## config.mk

```make
export PLATFORM = sky130hd
export DESIGN_NAME = rf_mode_host_driver
export DESIGN_NICKNAME = d
export VERILOG_FILES = /design/src/rtl/rf_mode_host_driver.sv
export SDC_FILE = /design/constraint.sdc
export NUM_CORES = 1
export LEC_CHECK = 0
export ABC_AREA = 1
export CAP_MARGIN = 20
export CELL_PAD_IN_SITES_DETAIL_PLACEMENT = 1
export CELL_PAD_IN_SITES_GLOBAL_PLACEMENT = 2
export CORE_ASPECT_RATIO = 0.7
export CORE_MARGIN = 8
export CORE_UTILIZATION = 32
export DETAILED_ROUTE_END_ITERATION = 16
export MAX_ROUTING_LAYER = met4
export PLACE_DENSITY = 0.78
export SETUP_SLACK_MARGIN = 0.15
export SYNTH_ARGS = -nofsm -noshare
export SYNTH_HDL_FRONTEND = slang
export SYNTH_SLANG_ARGS = --single-unit
export TNS_END_PERCENT = 5
```

## constraint.sdc

```tcl
create_clock -name internal_clk -period 3.5 [get_ports internal_clk]
set_clock_uncertainty 0.2 [all_clocks]
set_input_delay 0.7 -clock internal_clk [delete_from_list [all_inputs] [get_ports internal_clk]]
set_output_delay 0.7 -clock internal_clk [all_outputs]
set_load 0.01 [all_outputs]
```

## src/rtl/rf_mode_host_driver.sv

```systemverilog
// Host-side M1/M0 mode sequencer for the RF transceiver, using AUX as the module-idle handshake.
// Flow: wait for AUX stable high, drive pins, settle, wait for AUX stable high again.
module rf_mode_host_driver #(
  parameter logic [1:0] DEFAULT_MODE    = 2'd3,
  parameter int         PRE_SWITCH_WAIT = 2,
  parameter int         SETTLE_CYCLES   = 2000,
  parameter int         TIMEOUT_CYCLES  = 200000
) (
  input  logic       internal_clk,
  input  logic       rst,
  input  logic       req_valid,
  input  logic [1:0] req_mode,
  output logic       req_ready,
  input  logic       AUX,
  output logic       M0,
  output logic       M1,
  output logic [1:0] cur_mode,
  output logic       busy,
  output logic       done,
  output logic       timeout_err,
  output logic [2:0] state_dbg
);

  localparam int HW = $clog2(PRE_SWITCH_WAIT) + 1;
  localparam int SW = $clog2(SETTLE_CYCLES) + 1;
  localparam int TW = $clog2(TIMEOUT_CYCLES) + 1;

  localparam logic [HW-1:0] H_LAST = HW'(PRE_SWITCH_WAIT - 1);
  localparam logic [SW-1:0] S_LAST = SW'(SETTLE_CYCLES - 1);
  localparam logic [TW-1:0] T_LAST = TW'(TIMEOUT_CYCLES - 1);

  typedef enum logic [2:0] {
    IDLE       = 3'd0,
    WAIT_AUX   = 3'd1,
    DRIVE      = 3'd2,
    SETTLE     = 3'd3,
    WAIT_READY = 3'd4
  } state_t;

  state_t          state;
  logic [1:0]      target;
  logic [1:0]      mode_q;
  logic            aux_s1;
  logic            aux_s;
  logic [HW-1:0]   hcnt;
  logic [SW-1:0]   scnt;
  logic [TW-1:0]   tcnt;

  // Handshake: a request transfers on a rising edge where req_valid && req_ready;
  // req_ready is high exactly while the sequencer sits in IDLE.
  assign req_ready = (state == IDLE);
  assign busy      = (state != IDLE);
  assign M1        = mode_q[1];
  assign M0        = mode_q[0];
  assign cur_mode  = mode_q;
  assign state_dbg = state;

  always_ff @(posedge internal_clk) begin
    if (rst) begin
      state       <= IDLE;
      target      <= DEFAULT_MODE;
      mode_q      <= DEFAULT_MODE;
      aux_s1      <= 1'b0;
      aux_s       <= 1'b0;
      hcnt        <= '0;
      scnt        <= '0;
      tcnt        <= '0;
      done        <= 1'b0;
      timeout_err <= 1'b0;
    end else begin
      aux_s1      <= AUX;
      aux_s       <= aux_s1;
      done        <= 1'b0;
      timeout_err <= 1'b0;
      case (state)
        IDLE: begin
          if (req_valid) begin
            target <= req_mode;
            if (req_mode == mode_q) begin
              done <= 1'b1;
            end else begin
              state <= WAIT_AUX;
              hcnt  <= '0;
              tcnt  <= '0;
            end
          end
        end
        // Both AUX-wait phases share the stable-high rule; the exit is checked before the timeout.
        WAIT_AUX, WAIT_READY: begin
          if (aux_s && (hcnt == H_LAST)) begin
            hcnt <= '0;
            tcnt <= '0;
            if (state == WAIT_AUX) begin
              state <= DRIVE;
            end else begin
              state <= IDLE;
              done  <= 1'b1;
            end
          end else if (tcnt == T_LAST) begin
            state       <= IDLE;
            timeout_err <= 1'b1;
            hcnt        <= '0;
            tcnt        <= '0;
          end else begin
            hcnt <= aux_s ? hcnt + 1'b1 : '0;
            tcnt <= tcnt + 1'b1;
          end
        end
        DRIVE: begin
          mode_q <= target;
          scnt   <= '0;
          state  <= SETTLE;
        end
        SETTLE: begin
          if (scnt == S_LAST) begin
            state <= WAIT_READY;
            scnt  <= '0;
            hcnt  <= '0;
            tcnt  <= '0;
          end else begin
            scnt <= scnt + 1'b1;
          end
        end
        default: state <= IDLE;
      endcase
    end
  end

endmodule
```

== Word-level counts from Yosys, hierarchy flattened ==
Cells that the tools add are included.

* Bitwise operators: 1
* Reduce and logical (&&, ||, !) cells: 10
* Multiplexer cells: 28
* Add/subtract/negate cells: 3
* Eq/ne operators: 12

{| class="wikitable"
|+ Operators with widths
! cell !! count
|-
| $mux 19 || 5
|-
| $pmux 19 s3 || 1
|-
| $pmux 12 s2 || 1
|-
| $add 19x1->19 const B || 1
|-
| $eq 19x18->1 const B || 1
|-
| $mux 3 || 5
|-
| $mux 2 || 7
|-
| $add 12x1->12 const B || 1
|-
| $eq 12x11->1 const B || 1
|-
| $mux 12 || 1
|-
| $pmux 3 s4 || 1
|-
| $reduce_and 4->1 || 2
|-
| $eq 3x2->1 const B || 2
|-
| $ne 2x2->1 const B || 3
|-
| $pmux 2 s3 || 1
|-
| $reduce_bool 3->1 || 2
|-
| $mux 1 || 5
|-
| $eq 3x1->1 const B || 1
|-
| $eq 3x3->1 const B || 1
|-
| $logic_not 3->1 || 1
|-
| $ne 3x3->1 const B || 1
|-
| $reduce_or 3->1 || 1
|-
| $add 2x1->2 const B || 1
|-
| $eq 2x1->1 const B || 1
|-
| 7 further kinds || 7
|}

* Word-level logic and storage cells: 64
* Bits in registers: 44
* Output and inout port bits: 11

== Longest topological paths before layout ==
Gate-level depths: netlist (run 1).

* Word-level depth: 5
* Depth in mapped cells: 10

== Least setup slack after synthesis (run 1) ==
Ideal clock, no wire load.

* Path kind: input-to-reg
* Start point: in req_mode[1]
* End point: reg tcnt[13]
* Required time: 3.183 ns
* Stages on the path: 8
* Path buffers: 1
* Data arrival time: 1.502 ns
* Path slack: 1.681 ns
* Cells stage by stage: xnor2_1 nand2_1 nand2_1 nand2_1 nand2_2 buf_6 o21ai_0 nor2_1

* Longest elaborated chain between the ends: 3

{| class="wikitable"
|+ Ends and longest elaborated chain
! element !! RTL line !! source
|-
| from (decl) || 12 || <nowiki>input logic [1:0] req_mode,</nowiki>
|-
| $eq 2x2->1 || 79 || <nowiki>if (req_mode == mode_q) begin</nowiki>
|-
| $ne 2x2->1 (no line) || - ||
|-
| $reduce_and 4->1 (no line) || - ||
|-
| to (signal assigned) || 106 || <nowiki>tcnt <= tcnt + 1'b1;</nowiki>
|-
| to (decl) || 47 || <nowiki>logic [TW-1:0] tcnt;</nowiki>
|}

Every way passes these cells.
A chain may end at the register's enable or synchronous reset.

== Worst setup path after layout (run 1) ==
* Start point: reg state[2], in the netlist state_dbg[2]
* End point: out busy

* Longest elaborated chain between the ends: 1

{| class="wikitable"
|+ Ends and longest elaborated chain
! element !! RTL line !! source
|-
| from (decl) || 40 || <nowiki>state_t state;</nowiki>
|-
| from (signal assigned) || 60 || <nowiki>state <= IDLE;</nowiki>
|-
| from (signal assigned) || 82 || <nowiki>state <= WAIT_AUX;</nowiki>
|-
| from (signal assigned) || 94 || <nowiki>state <= DRIVE;</nowiki>
|-
| $reduce_bool 3->1 || 52 || <nowiki>assign busy = (state != IDLE);</nowiki>
|-
| to (decl) || 18 || <nowiki>output logic busy,</nowiki>
|}

Every way passes these cells.

==> flow_metrics.env, run 1 <==
export IMPL_syn_area_mm2=0.00249
export IMPL_cts_htree_levels=2
export IMPL_postCtsSetupBuffers=0
export IMPL_place_hpwl_um=5390
export IMPL_highest_layer="met4"
export IMPL_ios=17
export IMPL_vias_per_cell=4.97
export IMPL_fin_nets=404
export IMPL_wl_met1_um=4120
export IMPL_clk_path_buf_depth=2
export IMPL_synth_xor_area_share_pct=3.16
export IMPL_yosysSeqAreaShare_pct=35.3
export IMPL_crit_buf_inv=3
export IMPL_status="finished clean"
export IMPL_p_sw_share_pct=36.5
export IMPL_syn_inst=379
export IMPL_arrival_ps=1680
export IMPL_cts_hold_buffers=0
export IMPL_max_freq_ghz=0.388
export IMPL_track_usage_pct=14.2
export IMPL_cts_sinks=44
export IMPL_synthArstFlopShare_pct=0
export IMPL_pwr_share_seq_pct=45.7
export IMPL_crit_family="buffers and inverters"
export IMPL_crit_path_cell_trace="nor2_4, inv_2, nor2_4, inv_1, clkdlybuf4s50_1"
export IMPL_postRouteAntennaNets=0
export IMPL_firstDrtPassIters=4
export IMPL_first_global_vias=2389
export IMPL_p_leak_nw=1.09
export IMPL_fin_setup_tns_ps=0
export IMPL_wl_per_cell_um=14.5
export IMPL_synth_area_top_cells="dfxtp_1 35%, nand2_1 14%, nor2_1 8.3%"
export IMPL_cts_buffers=5
export IMPL_tightest_slew_ps=689
export IMPL_path_max_fanout=7
export IMPL_area_delta_synth_final_pct=13.1
export IMPL_antenna_found_initial=0
export IMPL_p_int_uw=776
export IMPL_dp_cells=489
export IMPL_clk_pin_slew_ps=80
export IMPL_slew_violations=0
export IMPL_route_met3_wl_um=181
export IMPL_final_fill_count=1008
export IMPL_yosys_area_top_type="dfxtp_1"
export IMPL_globalplace_congestion=0.801
export IMPL_synth_seq_cells=44
export IMPL_overflow=0
export IMPL_yosysUniqueCellTypes=34
export IMPL_cts_tree="built"
export IMPL_wl_met2_um=2830
export IMPL_critPathSlowestCell="dfxtp_1"
export IMPL_drive_gt1_share_pct=6.33
export IMPL_vias=2466
export IMPL_num_rows=27
export IMPL_setup_worst_path_start_class="register"
export IMPL_vdd_drop_max_mv=0.210
export IMPL_synth_top_family_by_area="simple AND/OR/NAND/NOR gates"
export IMPL_synth_mux_area_fraction_pct=0
export IMPL_initial_core_util_pct=32.4
export IMPL_relSlewSlack_pct=53.7
export IMPL_min_path_type="reg -> reg"
export IMPL_finalSetupViolCount=0
export IMPL_routed_wl_um=7200
export IMPL_ys_warn_count=0
export IMPL_crit_top_cell="nor2_4"
export IMPL_ctsResizeCount=0
export IMPL_synth_top_area_share_pct=35.3
export IMPL_synth_edf_count=0
export IMPL_finalHoldViolations=0
export IMPL_grt_pass1_wl_um=12200
export IMPL_core_area_mm2=0.00770
export IMPL_worst_path_largest_cell_delay_ps=550
export IMPL_rsz0062_at_grt="no"
export IMPL_diodes=0
export IMPL_syn_nets=388
export IMPL_fp_dieW_um=122
export IMPL_end_kind="output port"
export IMPL_remaining_drc_errors=0
export IMPL_drt_iter0_markers=85
export IMPL_die_height_um=89.9
export IMPL_synth_main_ff_cell="dfxtp_1"
export IMPL_cp_required_ps=2600
export IMPL_avgSynthCellArea_um2=6.58
export IMPL_critical_path_class="reg -> out"
export IMPL_root_buffer="clkbuf_8"
export IMPL_synth_compound_area_share_pct=11.4
export IMPL_post_route_period_util_pct=73.7
export IMPL_combinationalPowerShare_pct=28.3
export IMPL_port_buffers=16
export IMPL_cap_violations=0
export IMPL_yosys_area_share_simple_pct=39.3
export IMPL_final_cells=496
export IMPL_powerDensity_mw_per_mm2=433
export IMPL_power_frac_clock_pct=26.0
export IMPL_synthAdderAreaFrac_pct=1.50
export IMPL_grt_max_degree=26
export IMPL_die_area_mm2=0.0109
export IMPL_clk_latency_ps=310
export IMPL_period_needed_ps=2580
export IMPL_power_switching_uw=446
==> tightest hold or removal path, cell delays in order, from the launching register on <==
cell,delay (ps)
dfxtp_1,310
inv_1,40
nor2_1,30
==> logic make-up (layout without fill, tap and decap cells) <==
logic type | after synthesis | after routing
AO/OA/AOI/OAI | 49 | 49
flip-flops | 44 | 44
buffers and inverters | 56 | 72
AND/OR/NAND/NOR | 218 | 218
XOR/XNOR | 9 | 9
adder cells (fa/ha/maj) | 3 | 3
==> synth_stat cells (4+ instances only) <==
| cell type | count |
|---|---|
| nand3_1 | 29 |
| nor2_1 | 55 |
| clkbuf_1 | 5 |
| nor3_1 | 6 |
| xor2_1 | 6 |
| a21oi_1 | 27 |
| nand2_1 | 96 |
| dfxtp_1 | 44 |
| inv_2 | 5 |
| buf_4 | 4 |
| o21ai_0 | 11 |
| nand4_1 | 20 |
| inv_1 | 40 |
==> power by group through the flow <==
| stage | Sequential (mW) | Combinational [mW] | Clock (mW) |
|---|---|---|---|
| 2_1_floorplan | 0.566 | 0.232 | 0 |
| 3_3_place_gp | 0.569 | 0.344 | 0 |
| 3_5_place_dp | 0.570 | 0.346 | 0 |
| 4_1_cts | 0.559 | 0.349 | 0.337 |
| 5_1_grt | 0.564 | 0.388 | 0.356 |
| 6_report | 0.559 | 0.346 | 0.317 |
==> state kept, by name, summed over array words and instances, names as in the netlist <==
name and flops:
cur_mode 2, timeout_err 1, aux_s 1, scnt 12, tcnt 19, target 2, done 1, state_dbg 3
aux_s1 1, hcnt 2
==> final timing paths <==
kind                                    from            to  slack (ps)  cells past startpoint
worst max-delay path            state_dbg[2]          busy         920                      5
worst min-delay path                  aux_s1         aux_s         220                      2
worst max register to register       tcnt[0]  state_dbg[0]        1140                      9
worst min register to register        aux_s1         aux_s         220                      2
==> cells in the final DEF, fill, tap and decap left out, types with 2 or more instances in the layout <==
cell type        instances
nand2_1                 96
nor2_1                  55
dfxtp_1                 44
inv_1                   40
nand3_1                 29
a21oi_1                 27
nand4_1                 20
clkdlybuf4s50_1         16
o21ai_0                 11
nor3_1                   6
xor2_1                   6
inv_2                    5
clkbuf_8                 5
xnor2_1                  3
o21bai_1                 3
ha_1                     3
buf_4                    3
nor2_4                   2
nand2_2                  2
nor3_4                   2
o211a_1                  2
clkinv_2                 2
==> layer usage <==
metal | GRT usage [%] | vias up
met5 | - | -
met4 | 3.38 | 0
met3 | 3.06 | 6
met2 | 18.5 | 21
met1 | 21.1 | 1176
li1 | - | 1263
==> cell type report <==
cell class	instances	area, um^2	share of cell area [%]
Multi-Input combinational cell	279	1380	48.9
Timing Repair Buffer	19	183	6.47
Clock inverter	1	5.00	0.177
Clock buffer	6	72.6	2.57
Inverter	46	174	6.16
Tap cell	101	126	4.48
Sequential cell	44	881	31.2
==> per-stage QoR <==
step	instance area [um^2]	worst slack [ps]	utilization [%]	total power, mW	hold slack, ps
floorplan	2490	1680	-	0.799	188
global route	2820	817	36.6	1.31	247
global placement	2740	896	35.6	0.913	209
finish	2820	922	36.6	1.22	215
detailed placement	2740	852	35.6	0.916	198
CTS	2820	895	36.6	1.24	221
Power figures use the tool's default switching activity.
==> run 2: changes to the inputs <==
--- a/config.mk
+++ b/config.mk
@@ -11,10 +11,10 @@
 export CELL_PAD_IN_SITES_GLOBAL_PLACEMENT = 2
 export CORE_ASPECT_RATIO = 0.7
 export CORE_MARGIN = 8
-export CORE_UTILIZATION = 32
+export CORE_UTILIZATION = 29
 export DETAILED_ROUTE_END_ITERATION = 16
 export MAX_ROUTING_LAYER = met4
-export PLACE_DENSITY = 0.78
+export PLACE_DENSITY = 0.75
 export SETUP_SLACK_MARGIN = 0.15
 export SYNTH_ARGS = -nofsm -noshare
 export SYNTH_HDL_FRONTEND = slang
==> constraint.sdc (replaced) <==
create_clock -name internal_clk -period 2.3 [get_ports internal_clk]
set_clock_uncertainty 0.2 [all_clocks]
set_input_delay 0.46 -clock internal_clk [delete_from_list [all_inputs] [get_ports internal_clk]]
set_output_delay 0.46 -clock internal_clk [all_outputs]
set_load 0.01 [all_outputs]
==> run 2 against run 1 <==
Cell count up 4.2%. Die area is 8.7% higher. Utilization down 0.46 points. Sequential share of layout area shrank 2.1 points. Global-route usage down 0.62 points. Register-to-register slack got worse by 880 ps. Highest routed layer unchanged. Sequential power up 53%.
==> flow_metrics.env, run 2 (synthesis results as in run 1) <==
export IMPL_post_route_util_pct=36.2
export IMPL_period_needed_ps=2040
export IMPL_routed_wl_um=7470
export IMPL_first_global_vias=2545
export IMPL_track_usage_pct=13.6
export IMPL_postRouteAntennaNets=0
export IMPL_wl_met1_um=4310
export IMPL_final_cell_mix="96 x nand2_1, 55 x nor2_1, 42 x dfxtp_1"
export IMPL_cts_htree_levels=2
export IMPL_fin_nets=420
export IMPL_grt_max_degree=26
export IMPL_drive_gt1_share_pct=10.9
export IMPL_largest_reg_flops=19
export IMPL_p_leak_nw=1.22
export IMPL_relSlewSlack_pct=68.0
export IMPL_path_max_fanout=7
export IMPL_post_route_period_util_pct=88.5
export IMPL_grt_pass1_wl_um=12600
export IMPL_vias_per_cell=4.89
export IMPL_antenna_found_initial=0
export IMPL_regMostFlops="tcnt"
export IMPL_cts_tree="built"
export IMPL_final_fill_count=1082
export IMPL_finalSetupViolCount=0
export IMPL_tightest_slew_ps=480
export IMPL_clk_pin_slew_ps=60
export IMPL_end_kind="register"
export IMPL_area_delta_synth_final_pct=21.9
export IMPL_route_met3_wl_um=233
export IMPL_arrival_ps=2010
export IMPL_overflow=0
export IMPL_fin_setup_tns_ps=0
export IMPL_slew_violations=0
export IMPL_remaining_drc_errors=0
export IMPL_clk_path_buf_depth=2
export IMPL_highest_layer="met4"
export IMPL_final_cells=517
export IMPL_finalPower_mw=2.22
export IMPL_max_freq_ghz=0.491
export IMPL_cap_violations=0
export IMPL_cts_buffers=5
export IMPL_diodes=0
export IMPL_place_hpwl_um=5680
export IMPL_setup_worst_path_start_class="register"
export IMPL_port_buffers=16
export IMPL_powerDensity_mw_per_mm2=730
export IMPL_status="finished clean"
export IMPL_fin_hold_ws_ps=210
export IMPL_critical_path_class="reg -> reg"
export IMPL_die_area_mm2=0.0119
export IMPL_initial_core_util_pct=29.7
export IMPL_firstDrtPassIters=4
export IMPL_dp_cells=507
export IMPL_rsz0062_at_grt="yes"
export IMPL_cts_sinks=44
export IMPL_min_path_type="reg -> reg"
export IMPL_drt_iter0_markers=158
export IMPL_ios=17
export IMPL_root_buffer="clkbuf_16"
export IMPL_fp_dieW_um=127
export IMPL_wl_per_cell_um=14.4
export IMPL_layout_commonest_cell="nand2_1"
export IMPL_num_rows=28
export IMPL_wl_met2_um=2870
export IMPL_vias=2527
export IMPL_finalHoldViolations=0
export IMPL_vdd_drop_max_mv=0.271
export IMPL_die_height_um=93.6
export IMPL_globalplace_congestion=0.794
export IMPL_core_area_mm2=0.00841
export IMPL_clk_latency_ps=290
export IMPL_cp_required_ps=2280
[run 2: final cells by class]
type	count	area, um^2	area share (%)
Clock buffer	6	139	4.57
Clock inverter	2	15.0	0.494
Inverter	46	174	5.72
Tap cell	105	131	4.32
Sequential cell	44	886	29.1
Timing Repair Buffer	35	317	10.4
Multi-Input combinational cell	279	1380	45.4
[run 2: power by group]
part           internal, mW  total [mW]  switching, mW  leakage, nW
registers             0.803       0.855         0.0519        0.357
logic                 0.247       0.610          0.363        0.789
clock network         0.433       0.755          0.323       0.0691
[run 2: metrics by stage]
stage | worst slack (ps) | area, um^2
2_1_floorplan | 511 | 2490
3_3_place_gp | 234 | 2870
3_5_place_dp | 189 | 2870
4_1_cts | 60.4 | 3020
5_1_grt | 80.1 | 3040
6_report | 264 | 3040
[run 2: critical path: stages, from the launching register on]
cell      delay (ps)
dfxtp_1          380
ha_1             190
nand2_1           70
nor2_1           180
nand3_1          210
nand2_1          210
clkinv_2         170
o21ai_2          230
nor3b_1           80
[run 2: path summary, 6_finish.rpt]
kind,start,end,slack (ps),cells after the start
worst max-delay path,scnt[0],scnt[11],260,8
worst min-delay path,aux_s1,aux_s,210,2
worst max register to register,scnt[0],scnt[11],260,8
worst min register to register,aux_s1,aux_s,210,2
[run 2: per-layer routing]
metal,up-vias,GRT usage (%)
met5,-,-
met4,0,2.96
met3,5,3.24
met2,25,18.9
met1,1193,19.1
li1,1304,-
[run 2: timing repair]
action | 4_1_cts | 5_1_grt
hold endpoints to repair | 0 | 0
hold buffers | 0 | 0
gates resized for setup | 2 | 3
gates cloned | 0 | 0
setup buffers | 0 | 2
pin swaps | 0 | 1
endpoints found under the setup margin | 2 | 7
